[src/rtl/kalman_seq.sv]
// kalman_seq -- frame-level sequencer for the Kalman tracking datapath.
//
// Takes one centroid measurement per video frame over a valid/ready
// handshake. It steps the predict/update pipeline one register stage per
// cycle using one-hot enables, then returns the filtered position with a
// single-cycle strobe. Frames with no detection run predict-only. After
// MISS_LIMIT consecutive misses the track is declared lost, and the next
// real detection re-initialises the filter.
//
// Optional feature: define KALMAN_SEQ_CLAMP_EN to saturate out_x/out_y into
// the active display area. When it is undefined, the low DISP_WIDTH bits of
// the datapath result pass through unchanged.
//
// Ports:
//   clk, aresetn              clock, asynchronous active-low reset
//   meas_valid/meas_ready     measurement handshake
//   meas_x, meas_y, meas_miss measured centroid, "no detection" flag
//   kf_z_x, kf_z_y            captured measurement, held for the datapath
//   kf_stage_en               one-hot datapath stage enable
//   kf_predict_only, kf_init  datapath mode controls for this frame
//   kf_x, kf_y                signed filtered position from the datapath
//   out_valid, out_x, out_y   result strobe and filtered position
//   track_lost                track declared lost
//   busy                      run in progress (RUN or DONE)
module kalman_seq #(
  parameter int DISP_WIDTH = 11,
  parameter int NUM_STAGES = 7,
  parameter int MISS_LIMIT = 15,
  parameter int H_ACTIVE   = 640,
  parameter int V_ACTIVE   = 480
) (
  input  logic                         clk,
  input  logic                         aresetn,
  input  logic                         meas_valid,
  output logic                         meas_ready,
  input  logic [DISP_WIDTH-1:0]        meas_x,
  input  logic [DISP_WIDTH-1:0]        meas_y,
  input  logic                         meas_miss,
  output logic [DISP_WIDTH-1:0]        kf_z_x,
  output logic [DISP_WIDTH-1:0]        kf_z_y,
  output logic [NUM_STAGES-1:0]        kf_stage_en,
  output logic                         kf_predict_only,
  output logic                         kf_init,
  input  logic signed [DISP_WIDTH:0]   kf_x,
  input  logic signed [DISP_WIDTH:0]   kf_y,
  output logic                         out_valid,
  output logic [DISP_WIDTH-1:0]        out_x,
  output logic [DISP_WIDTH-1:0]        out_y,
  output logic                         track_lost,
  output logic                         busy
);

  localparam int CW = (NUM_STAGES > 2) ? $clog2(NUM_STAGES) : 1;
  localparam logic [CW-1:0] LAST = CW'(NUM_STAGES - 1);
  localparam logic [7:0]    MLIM = 8'(MISS_LIMIT);

`ifdef KALMAN_SEQ_CLAMP_EN
  localparam bit CLAMP_EN = 1'b1;
`else
  localparam bit CLAMP_EN = 1'b0;
`endif

  typedef enum logic [1:0] {IDLE, RUN, DONE} state_t;

  state_t          state_q, state_d;
  logic [CW-1:0]   cnt_q;
  logic [7:0]      miss_cnt_q;
  logic            init_pend_q;
  logic            init_run_q;   // this run should pulse kf_init in stage 0
  logic            accept;

  // Saturates a signed datapath coordinate into [0, lim-1].
  function automatic logic [DISP_WIDTH-1:0] clamp(
    input logic signed [DISP_WIDTH:0] v, input int lim);
    if (v < 0)               clamp = '0;
    else if (int'(v) >= lim) clamp = DISP_WIDTH'(lim - 1);
    else                     clamp = v[DISP_WIDTH-1:0];
  endfunction

  assign accept = meas_valid && meas_ready;

  // NOTE: every output of this block is assigned a default first, so no
  // path through the case leaves a signal unassigned and no latch is inferred.
  always_comb begin
    state_d     = state_q;
    meas_ready  = 1'b0;
    busy        = 1'b0;
    out_valid   = 1'b0;
    kf_init     = 1'b0;
    kf_stage_en = '0;
    case (state_q)
      IDLE: begin
        meas_ready = 1'b1;
        if (meas_valid) state_d = RUN;
      end
      RUN: begin
        busy        = 1'b1;
        kf_stage_en = NUM_STAGES'(1) << cnt_q;
        kf_init     = init_run_q && (cnt_q == '0);
        if (cnt_q == LAST) state_d = DONE;
      end
      DONE: begin
        busy      = 1'b1;
        out_valid = 1'b1;
        state_d   = IDLE;
      end
      default: state_d = IDLE;
    endcase
  end

  // NOTE: all state is reset asynchronously. Because the enables are decoded
  // from state_q, pulling aresetn low during a run drops them at once.
  always_ff @(posedge clk or negedge aresetn) begin
    if (!aresetn) begin
      state_q <= IDLE;
    end else begin
      // NOTE: sequential state uses non-blocking assignments only, so every
      // register samples the values from before the edge.
      state_q <= state_d;
    end
  end

  always_ff @(posedge clk or negedge aresetn) begin
    if (!aresetn) begin
      cnt_q           <= '0;
      miss_cnt_q      <= '0;
      init_pend_q     <= 1'b1;
      init_run_q      <= 1'b0;
      track_lost      <= 1'b0;
      kf_z_x          <= '0;
      kf_z_y          <= '0;
      kf_predict_only <= 1'b0;
      out_x           <= '0;
      out_y           <= '0;
    end else begin
      if (accept) begin
        kf_z_x          <= meas_x;
        kf_z_y          <= meas_y;
        kf_predict_only <= meas_miss;
        cnt_q           <= '0;
        init_run_q      <= init_pend_q && !meas_miss;
        if (meas_miss) begin
          if (miss_cnt_q < MLIM) miss_cnt_q <= miss_cnt_q + 8'd1;
          // This miss brings the count up to (or keeps it at) the limit.
          if (miss_cnt_q >= MLIM - 8'd1) begin
            track_lost  <= 1'b1;
            init_pend_q <= 1'b1;
          end
        end else begin
          miss_cnt_q  <= '0;
          init_pend_q <= 1'b0;
          track_lost  <= 1'b0;
        end
      end

      if (state_q == RUN) begin
        cnt_q <= (cnt_q == LAST) ? '0 : cnt_q + CW'(1);
        // Load the result registers as the run enters DONE, so they are
        // valid in the same cycle as the out_valid strobe.
        if (cnt_q == LAST) begin
          out_x <= CLAMP_EN ? clamp(kf_x, H_ACTIVE) : kf_x[DISP_WIDTH-1:0];
          out_y <= CLAMP_EN ? clamp(kf_y, V_ACTIVE) : kf_y[DISP_WIDTH-1:0];
        end
      end
    end
  end

endmodule

[config.mk]
export PLATFORM = sky130hd
export DESIGN_NAME = kalman_seq
export DESIGN_NICKNAME = d
export VERILOG_FILES = /design/src/rtl/kalman_seq.sv
export SDC_FILE = /design/constraint.sdc
export NUM_CORES = 1
export LEC_CHECK = 0
export ABC_CLOCK_PERIOD_IN_PS = 4800
export BUFFER_PORTS_ARGS = -buffer_cell sky130_fd_sc_hd__buf_2
export CAP_MARGIN = 20
export CORE_MARGIN = 5
export CORE_UTILIZATION = 52
export DETAILED_ROUTE_END_ITERATION = 8
export MAX_ROUTING_LAYER = met4
export PLACE_DENSITY = 0.85
export SLEW_MARGIN = 20
export SYNTH_ARGS = -nofsm -noshare
export SYNTH_HDL_FRONTEND = slang
export SYNTH_SLANG_ARGS = --single-unit
export TNS_END_PERCENT = 20
[constraint.sdc]
create_clock -name clk -period 4.8 [get_ports clk]
set_input_delay 0.96 -clock clk [delete_from_list [all_inputs] [get_ports clk]]
set_output_delay 0.96 -clock clk [all_outputs]
set_load 0.05 [all_outputs]
==> results of run 1 <==
## final cells by class
class,count,area (um2)
Multi-Input combinational cell,115,1074
Clock buffer,14,162.7
Sequential cell,61,1528
Inverter,8,30.03
Tap cell,70,87.58
Clock inverter,1,30.03
Fill cell,375,1600
Timing Repair Buffer,107,563.0
## sequential cells by signal (all words and copies together), names as in the netlist
register         count
state_q              2
kf_predict_only      1
miss_cnt_q           8
out_y               11
kf_z_y              11
track_lost           1
out_x               11
cnt_q                3
kf_z_x              11
init_run_q           1
init_pend_q          1
## path summary, 6_finish.rpt
| check | from | to | slack [ns] | cells past startpoint |
|---|---|---|---|---|
| max in group asynchronous | aresetn | init_pend_q$_DFFE_PN1P_ | 3.30 | 2 |
| worst min-delay path | init_run_q$_DFFE_PN0P_ | init_run_q$_DFFE_PN0P_ | 0.48 | 2 |
| worst min register to register | init_run_q$_DFFE_PN0P_ | init_run_q$_DFFE_PN0P_ | 0.48 | 2 |
| worst max register to register | state_q[1]$_DFFE_PN0P_ | miss_cnt_q[0]$_DFFE_PN0P_ | 2.77 | 5 |
| min in group asynchronous | aresetn | out_y[1]$_DFFE_PN0P_ | 0.64 | 1 |
| worst max-delay path | state_q[1]$_DFFE_PN0P_ | kf_stage_en[6] | 1.73 | 7 |
## stage by stage
| stage | hold WS [ns] | setup slack, ns | cells | util |
|---|---|---|---|---|
| after global placement | 0.4689 | 2.132 | 360 | 0.6413 |
| after detailed placement | 0.4796 | 2.080 | 361 | 0.6467 |
| final | 0.4806 | 1.733 | 376 | 0.6847 |
| after global routing | 0.5021 | 1.570 | 376 | 0.6847 |
| after floorplan | 0.4402 | 1.157 | 191 | - |
| after CTS | 0.4914 | 1.704 | 376 | 0.6847 |
## tightest hold or removal path, cell delays in order (launching register included)
cell     delay (ns)
dfrtp_1        0.34
nand2_1        0.05
o31ai_1        0.05
## placed cells by master (no fill, tap or decap), types with 4 or more instances in the layout
cell type,synthesis,layout
nand2_1,12,12
clkbuf_8,0,11
inv_1,8,8
a21oi_1,6,6
dfrtp_1,60,60
buf_2,2,104
ha_1,8,8
nor2_1,4,4
mux2_2,28,28
mux2_4,19,19
nor2b_1,5,5
## cell families after synthesis
family          after synthesis  share of synthesized area
buf+inv                      15                    0.03661
mux                          47                     0.2224
fa+ha+maj                     8                    0.03707
simple gates                 43                    0.09454
flops                        61                     0.5658
compound gates               17                    0.04357
## per-layer routing
metal | part of all wire | GRT usage | vias up
li1 | - | - | 892
met1 | 0.43 | 0.1984 | 886
met2 | 0.47 | 0.2771 | 83
met3 | 0.099 | 0.04825 | 4
met4 | 0.0071 | 0.07475 | 0
met5 | 0 | - | -
==> flow_metrics.env, run 1 <==
export IMPL_ys_flop_type="dfrtp_1"
export IMPL_fmax_ghz=0.3261
export IMPL_grt_pass1_wl_um=8507
export IMPL_first_iter_violations=30
export IMPL_portBuffers=104
export IMPL_clock_skew_ns=0.008454
export IMPL_fp_row_count=26
export IMPL_cp_max_fo=23
export IMPL_insertedDiodeCount=0
export IMPL_required_ns=3.84
export IMPL_cts_path_max_buffers=2
export IMPL_cts_buffers=9
export IMPL_hp_class="reg2reg"
export IMPL_start_util=0.5321
export IMPL_syn_nets=249
export IMPL_gp_congestion=0.8180
export IMPL_syn_area_um2=2700
export IMPL_htreeDepth=3
export IMPL_start_kind="register"
export IMPL_synth_edff_count=0
export IMPL_cp_cell_sequence="inv_1 -> ha_1 -> nand2_2 -> or2_1 -> buf_4 -> inv_1 -> buf_2"
export IMPL_clock_sinks=61
export IMPL_synth_distinct_cells=37
export IMPL_placed_area_um2=3282
export IMPL_cpLargestDelayFamily="buffers and inverters"
export IMPL_crit_path_end_kind="primary output"
export IMPL_postSynthAreaPerCell_um2=14.14
export IMPL_drt_first_pass_iters=4
export IMPL_yosys_register_bits=61
export IMPL_worst_slew_margin_rel=0.5933
export IMPL_finalInstanceArea_um2=3475
export IMPL_grt_max_degree=35
export IMPL_dieWidth_um=82.06
export IMPL_coreArea_um2=5075
export IMPL_crit_type="reg2out"
export IMPL_synthCells=191
export IMPL_cpMostUsedCell="inv_1"
export IMPL_synthArstFlopShare=1.000
export IMPL_synth_largest_type_area_fraction=0.5561
export IMPL_grtUsageTotal=0.1709
export IMPL_cts_tree="yes"
export IMPL_synth_area_leaders="dfrtp_1, mux2_2, mux2_4, ha_1, nand2_1"
export IMPL_cpPeakStageDelay_ns=0.39
export IMPL_drc=0
export IMPL_antenna_left=0
export IMPL_worst_pin_slew_ns=0.6085
export IMPL_setup_viol=0
export IMPL_wl_per_cell_um=14.18
export IMPL_crit_buf_inv=4
export IMPL_min_period_ns=3.067
export IMPL_area_delta_synth_final_pct=28.68
export IMPL_setup_tns_final_ns=0
export IMPL_cts_resized=0
export IMPL_final_nets=360
export IMPL_postCtsSetupRepairBufs=0
export IMPL_vias=1865
export IMPL_yosys_warnings=0
export IMPL_routed_via_density=4.960
export IMPL_hold_violations=0
export IMPL_ys_seq_area_frac=0.5658
export IMPL_clk_pin_slew_worst_paths_ns=0.07
export IMPL_synth_common_cells="dfrtp_1, mux2_2, mux2_4"
export IMPL_dieHeight_um=82.06
export IMPL_ctsHoldBuffers=0
export IMPL_dp_hpwl_um=4049
export IMPL_root_buffer="clkbuf_8"
export IMPL_drt_total_wl_um=5333
export IMPL_yosysMostFrequentCell="dfrtp_1"
export IMPL_timing_max_cap_violations=0
export IMPL_io_pins=107
export IMPL_fp_dieArea_um2=6734
export IMPL_worstPathArrival_ns=2.11
export IMPL_layout_drive_gt1_share=0.5621
export IMPL_rsz0062_at_grt="false"
export IMPL_grt_pass1_vias=1932
export IMPL_drv_slew=0
export IMPL_synth_top_area_cell="dfrtp_1"
export IMPL_slowest_stage="dfrtp_1"
export IMPL_clk_insertion_delay_late_ns=0.32
export IMPL_status="finished, final reports clean"
export IMPL_grt_ovfl_total=0
export IMPL_fin_crit_sh=0.6389
export IMPL_antenna_found_initial=0
Power of run 1 is left out: the tool's default activity adds up to more than one toggle a clock period on the data nets, which glitch-free logic cannot reach.
==> run 2, diff against run 1 <==
--- a/config.mk
+++ b/config.mk
@@ -5,14 +5,15 @@
 export SDC_FILE = /design/constraint.sdc
 export NUM_CORES = 1
 export LEC_CHECK = 0
-export ABC_CLOCK_PERIOD_IN_PS = 4800
+export ABC_AREA = 1
+export ABC_CLOCK_PERIOD_IN_PS = 2500
 export BUFFER_PORTS_ARGS = -buffer_cell sky130_fd_sc_hd__buf_2
 export CAP_MARGIN = 20
 export CORE_MARGIN = 5
-export CORE_UTILIZATION = 52
+export CORE_UTILIZATION = 43
 export DETAILED_ROUTE_END_ITERATION = 8
 export MAX_ROUTING_LAYER = met4
-export PLACE_DENSITY = 0.85
+export PLACE_DENSITY = 0.75
 export SLEW_MARGIN = 20
 export SYNTH_ARGS = -nofsm -noshare
 export SYNTH_HDL_FRONTEND = slang
==> constraint.sdc (replaced) <==
create_clock -name clk -period 2.5 [get_ports clk]
set_input_delay 0.5 -clock clk [delete_from_list [all_inputs] [get_ports clk]]
set_output_delay 0.5 -clock clk [all_outputs]
set_load 0.05 [all_outputs]
==> run 2 against run 1 <==
Effect of this change: synthesized area down 2.6%; global-route usage is 0.30 points lower; sequential share of layout area shrank 0.22 points; synthesized cell count grew 63%; final cell count grew 34%; via count increased by 25%; cell area is 0.50% higher; die area grew 15%; first-iteration DRC count grew to 3.5 times the previous value; critical endpoint is now kf_init; highest routed layer unchanged.
==> flow_metrics.env, run 2 <==
export IMPL_status="finished, final reports clean"
export IMPL_yosysMostFrequentCell="nand2_1"
export IMPL_hold_violations=0
export IMPL_antenna_left=0
export IMPL_path_depth=7
export IMPL_filler_cell_count=542
export IMPL_cp_max_fo=6
export IMPL_utilization=0.5898
export IMPL_ys_seq_area_frac=0.5812
export IMPL_root_buffer="clkbuf_8"
export IMPL_start_kind="register"
export IMPL_total_power_mw=5.282
export IMPL_cts_resized=0
export IMPL_worst_slew_margin_rel=0.6312
export IMPL_cts_tree="yes"
export IMPL_total_leakage_power_nw=1.983
export IMPL_reg2reg_depth=9
export IMPL_drt_first_pass_iters=5
export IMPL_hp_class="in2async"
export IMPL_layout_commonest_cell="nand2_1"
export IMPL_dr_wl_met3_um=334
export IMPL_clk_pin_slew_worst_paths_ns=0.06
export IMPL_cts_buffers=9
export IMPL_slowest_stage="dfrtp_1"
export IMPL_ctsHoldBuffers=0
export IMPL_grt_ovfl_total=0
export IMPL_setup_tns_final_ns=0
export IMPL_cp_startpoint="state_q[1]$_DFFE_PN0P_"
export IMPL_drc=0
export IMPL_setup_viol=0
export IMPL_htreeDepth=3
export IMPL_clk_insertion_delay_late_ns=0.32
export IMPL_grt_pass1_wl_um=9839
export IMPL_fp_row_count=28
export IMPL_area_delta_synth_final_pct=32.84
export IMPL_synth_common_cells="nand2_1, dfrtp_1, nor2_1"
export IMPL_gp_congestion=0.8846
export IMPL_dieHeight_um=88.19
export IMPL_min_period_ns=2.346
export IMPL_synthArstFlopShare=1.000
export IMPL_syn_area_um2=2629
export IMPL_synth_largest_type_area_fraction=0.5712
export IMPL_clock_sinks=61
export IMPL_rrSetupSlack_ns=0.77
export IMPL_required_ns=2.00
export IMPL_ys_flop_type="dfrtp_1"
export IMPL_wl_met1_um=2471
export IMPL_synth_top_area_cell="dfrtp_1"
export IMPL_powerDensity_nw_per_um2=1513
export IMPL_drv_slew=0
export IMPL_io_pins=107
export IMPL_dr_max_layer_used="met4"
export IMPL_placed_area_um2=3233
export IMPL_r2r_start="state_q[0]$_DFFE_PN0P_"
export IMPL_final_nets=480
export IMPL_routed_via_density=4.641
export IMPL_regArea_um2=1528
export IMPL_postSynthAreaPerCell_um2=8.426
export IMPL_crit_buf_inv=4
export IMPL_grtUsageTotal=0.1679
export IMPL_postCtsSetupRepairBufs=0
export IMPL_synthCells=312
export IMPL_antenna_found_initial=0
export IMPL_crit_type="reg2out"
export IMPL_route_met2_wl_um=3081
export IMPL_cts_path_max_buffers=2
export IMPL_rr_endpoint="miss_cnt_q[3]$_DFFE_PN0P_"
export IMPL_cpLargestDelayFamily="buffers and inverters"
export IMPL_multi_input_area_um2=968.4
export IMPL_wl_per_cell_um=11.89
export IMPL_grt_max_degree=38
export IMPL_synth_edff_count=0
export IMPL_start_util=0.4440
export IMPL_first_iter_violations=104
export IMPL_fmax_ghz=0.4263
export IMPL_insertedDiodeCount=0
export IMPL_vdd_ir_drop_worst_mv=0.7080
export IMPL_cpMostUsedCell="inv_1"
export IMPL_yosys_warnings=0
export IMPL_final_cell_mix="nand2_1, buf_2, dfrtp_1"
export IMPL_dieWidth_um=88.19
export IMPL_grt_pass1_vias=2337
export IMPL_cpPeakStageDelay_ns=0.40
export IMPL_drt_total_wl_um=5967
export IMPL_worstPathArrival_ns=1.85
export IMPL_clock_skew_ns=0.006193
export IMPL_crit_path_end_kind="primary output"
export IMPL_fp_dieArea_um2=7777
export IMPL_layout_drive_gt1_share=0.3138
export IMPL_finalInstanceArea_um2=3492
export IMPL_fin_crit_sh=0.9384
export IMPL_crit_end="kf_init"
export IMPL_cp_cell_sequence="inv_1 -> ha_1 -> inv_1 -> nor2_1 -> inv_1 -> nor3_2 -> buf_2"
export IMPL_rsz0062_at_grt="false"
export IMPL_timing_max_cap_violations=0
export IMPL_dp_hpwl_um=4409
export IMPL_vias=2330
export IMPL_portBuffers=104
export IMPL_coreArea_um2=5921
export IMPL_synth_area_leaders="dfrtp_1, nand2_1, ha_1, nor2_1, inv_1"
export IMPL_worst_pin_slew_ns=0.5531
export IMPL_yosys_register_bits=61
export IMPL_synth_distinct_cells=24
export IMPL_syn_nets=370
run 2: changes by cell type after synthesis, moves of 3 or more:
| cell | change |
|---|---|
| nand2_1 | +156 |
| mux2_2 | -28 |
| mux2_4 | -19 |
| nor2_1 | +18 |
| inv_1 | +12 |
| a21oi_1 | -6 |
| nand3_1 | +5 |
| nor2b_1 | -5 |
| and2_1 | -3 |
run 2: through the flow:
stage	cells	setup slack [ns]	hold slack, ns
floorplan	312	0.3512	0.2044
global placement	486	0.5429	0.4483
detailed placement	486	0.5004	0.4595
CTS	502	0.1371	0.1703
global route	502	0.02228	0.2028
finish	502	0.1540	0.1590
run 2: per-layer routing:
layer / vias to the layer above / track usage
met1: 1098 / 0.1870
met3: 8 / 0.04139
met5: - / -
met4: 0 / 0.07418
li1: 1159 / -
met2: 65 / 0.2842
run 2: logic make-up after synthesis:
kind of cell / Yosys count / synth area share
AO/OA/AOI/OAI: 6 / 0.01666
XOR/XNOR: 1 / 0.003332
adder cells (fa/ha/maj): 8 / 0.03808
buffers and inverters: 31 / 0.05236
flip-flops: 61 / 0.5812
AND/OR/NAND/NOR: 205 / 0.3084
run 2: worst min-delay path by stage:
stage                                       start                 endpoint  slack, ns  cells past startpoint
final                                     aresetn    kf_z_x[0]$_DFFE_PN0P_       0.16                      1
after global routing                      aresetn    kf_z_x[0]$_DFFE_PN0P_       0.20                      1
after CTS                                 aresetn     out_y[4]$_DFFE_PN0P_       0.17                      1
after detailed placement    kf_z_y[8]$_DFFE_PN0P_    kf_z_y[8]$_DFFE_PN0P_       0.46                      2
after global placement    init_pend_q$_DFFE_PN1P_  init_pend_q$_DFFE_PN1P_       0.45                      2
after floorplan                           aresetn     cnt_q[0]$_DFFE_PN0P_       0.20                      0
run 2: final cells by class:
cell class / instances / area share
clock inverter: 3 / 0.02580
timing repair buffer: 107 / 0.1591
sequential: 61 / 0.4375
multi-input combinational: 220 / 0.2773
tap: 75 / 0.02687
inverter: 23 / 0.02508
clock buffer: 13 / 0.04837
run 2: power by group:
group          switching (mW)  internal, mW  leakage (nW)
Combinational            2.00         0.572          1.13
Sequential              0.226          1.38         0.718
Clock                   0.360         0.745         0.130
(Power assumes the default switching activity.)
==> run 3, diff against run 2 <==
--- a/config.mk
+++ b/config.mk
@@ -12,8 +12,10 @@
 export CORE_MARGIN = 5
 export CORE_UTILIZATION = 43
 export DETAILED_ROUTE_END_ITERATION = 8
+export GPL_TIMING_DRIVEN = 0
 export MAX_ROUTING_LAYER = met4
 export PLACE_DENSITY = 0.75
+export RECOVER_POWER = 50
 export SLEW_MARGIN = 20
 export SYNTH_ARGS = -nofsm -noshare
 export SYNTH_HDL_FRONTEND = slang
==> run 3 against run 2 <==
Effect of this change: non-clock buffer count rose by 5; routed wire length decreased by 0.28%; clock skew is 0.0028 ns higher; global-route usage fell by 0.12 points; die area is the same; via count decreased by 1.4%; final cell count increased by 1.0%; first-iteration DRC count increased by 15%; worst hold slack gained 0.20 ns; cell area fell by 0.79%; largest cell class unchanged; largest power group unchanged.
==> flow_metrics.env, run 3 (synthesis results as in run 2) <==
export IMPL_clock_sinks=61
export IMPL_min_period_ns=2.302
export IMPL_setup_ws_ns=0.1977
export IMPL_total_leakage_power_nw=1.952
export IMPL_reg2reg_depth=7
export IMPL_start_kind="register"
export IMPL_gp_congestion=0.8774
export IMPL_grt_max_degree=62
export IMPL_area_delta_synth_final_pct=31.79
export IMPL_powerDensity_nw_per_um2=1498
export IMPL_fin_crit_sh=0.9209
export IMPL_cts_buffers=9
export IMPL_crit_type="reg2out"
export IMPL_htreeDepth=3
export IMPL_setup_viol=0
export IMPL_utilization=0.5852
export IMPL_dp_hpwl_um=4434
export IMPL_io_pins=107
export IMPL_insertedDiodeCount=0
export IMPL_wl_per_cell_um=11.74
export IMPL_clk_insertion_delay_late_ns=0.33
export IMPL_dieWidth_um=88.19
export IMPL_antenna_left=0
export IMPL_final_cell_mix="nand2_1, buf_2, dfrtp_1"
export IMPL_crit_path_end_kind="primary output"
export IMPL_required_ns=2.00
export IMPL_drt_total_wl_um=5950
export IMPL_grt_pass1_wl_um=9853
export IMPL_portBuffers=104
export IMPL_total_power_mw=5.192
export IMPL_layout_drive_gt1_share=0.2801
export IMPL_pwr_share_seq=0.312
export IMPL_drc=0
export IMPL_ctsHoldBuffers=0
export IMPL_hold_path_cell_count=3
export IMPL_dr_max_layer_used="met4"
export IMPL_rrSetupSlack_ns=0.68
export IMPL_dpl_worst_slack_ns=0.4809
export IMPL_p_comb_frac=0.486
export IMPL_start_util=0.4440
export IMPL_slowest_stage="dfrtp_1"
export IMPL_vias=2298
export IMPL_layout_commonest_cell="nand2_1"
export IMPL_coreArea_um2=5921
export IMPL_dr_wl_met3_um=298
export IMPL_cp_max_fo=10
export IMPL_clk_pin_slew_worst_paths_ns=0.07
export IMPL_routed_via_density=4.533
export IMPL_wl_met1_um=2617
export IMPL_rsz0062_at_grt="false"
export IMPL_p_clk_frac=0.202
export IMPL_drt_first_pass_iters=4
export IMPL_p_sw_mw=2.576
export IMPL_cts_path_max_buffers=2
export IMPL_grt_ovfl_total=0
export IMPL_dieHeight_um=88.19
export IMPL_power_internal_mw=2.616
export IMPL_setup_tns_final_ns=0
export IMPL_filler_cell_count=547
export IMPL_hold_slack_ns=0.3559
export IMPL_timing_max_cap_violations=0
export IMPL_fp_dieArea_um2=7777
export IMPL_hp_class="in2reg"
export IMPL_grtUsageTotal=0.1667
export IMPL_clock_skew_ns=0.008997
export IMPL_route_met2_wl_um=2928
export IMPL_root_buffer="clkbuf_8"
export IMPL_grt_pass1_vias=2287
export IMPL_worst_slew_margin_rel=0.01842
export IMPL_final_nets=485
export IMPL_rr_endpoint="miss_cnt_q[0]$_DFFE_PN0P_"
export IMPL_status="finished, final reports clean"
export IMPL_multi_input_area_um2=960.9
export IMPL_cpPeakStageDelay_ns=0.40
export IMPL_fp_row_count=28
export IMPL_first_iter_violations=120
export IMPL_cp_cell_sequence="inv_1 -> ha_2 -> nand3_2 -> clkinv_2 -> buf_6 -> buf_2"
export IMPL_regArea_um2=1528
export IMPL_antenna_found_initial=0
export IMPL_fmax_ghz=0.4343
export IMPL_vdd_ir_drop_worst_mv=0.7636
export IMPL_cts_tree="yes"
export IMPL_hp_start="kf_y[0]"
export IMPL_drv_slew=0
export IMPL_worstPathArrival_ns=1.80
export IMPL_worst_pin_slew_ns=1.472
export IMPL_hold_violations=0
export IMPL_hold_end="out_y[0]$_DFFE_PN0P_"
export IMPL_p_sw_frac=0.4962
export IMPL_r2r_start="state_q[0]$_DFFE_PN0P_"
==> run 3: worst max-delay path by stage <==
stage	start	end	slack [ns]	depth (start not counted)
2_1_floorplan	state_q[1]$_DFFE_PN0P_	kf_stage_en[0]	0.35	6
3_3_place_gp	state_q[1]$_DFFE_PN0P_	kf_stage_en[6]	0.51	6
3_5_place_dp	state_q[1]$_DFFE_PN0P_	kf_stage_en[6]	0.48	6
4_1_cts	state_q[1]$_DFFE_PN0P_	kf_stage_en[6]	0.11	6
5_1_grt	state_q[1]$_DFFE_PN0P_	kf_init	0.02	7
6_report	state_q[1]$_DFFE_PN0P_	kf_stage_en[6]	0.20	6
==> run 3: stage by stage <==
stage	cells	instance area, um2
after floorplan	312	2634
after global placement	491	3248
after detailed placement	491	3251
after CTS	507	3491
after global routing	507	3465
final	507	3465
==> run 3: metal layers <==
| metal | global-route usage | vias to the layer above |
|---|---|---|
| li1 | - | 1173 |
| met1 | 0.1998 | 1046 |
| met2 | 0.2712 | 68 |
| met3 | 0.02822 | 11 |
| met4 | 0.08242 | 0 |
| met5 | - | - |
==> run 3: what timing repair did <==
action,in CTS,in global routing
setup buffers,0,0
setup endpoints to repair,0,4
gates resized for setup,0,1
==> run 3: cell type report <==
type / instances / area share
repair buffers: 104 / 0.1455
clock buffers: 12 / 0.04189
inverters: 23 / 0.02528
plain buffers: 8 / 0.01445
multi-input cells: 220 / 0.2774
well taps: 75 / 0.02709
clock inverters: 4 / 0.02745
flip-flops and latches: 61 / 0.4410
==> run 3: critical path: cells and delay by family (launching register included) <==
| family | cells | cell delay [ns] |
|---|---|---|
| AND/OR/NAND/NOR | 1 | 0.16 |
| buffers and inverters | 4 | 0.65 |
| flip-flops | 1 | 0.40 |
| adder cells (fa/ha/maj) | 1 | 0.27 |
==> run 3: power by group through the flow <==
stage / combinational, mW / sequential, mW / clock (mW)
global placement: 2.54 / 1.61 / 0
detailed placement: 2.59 / 1.62 / 0
CTS: 2.58 / 1.62 / 1.08
floorplan: 0.864 / 2.72 / 0
finish: 2.52 / 1.62 / 1.05
global route: 2.71 / 1.67 / 1.12
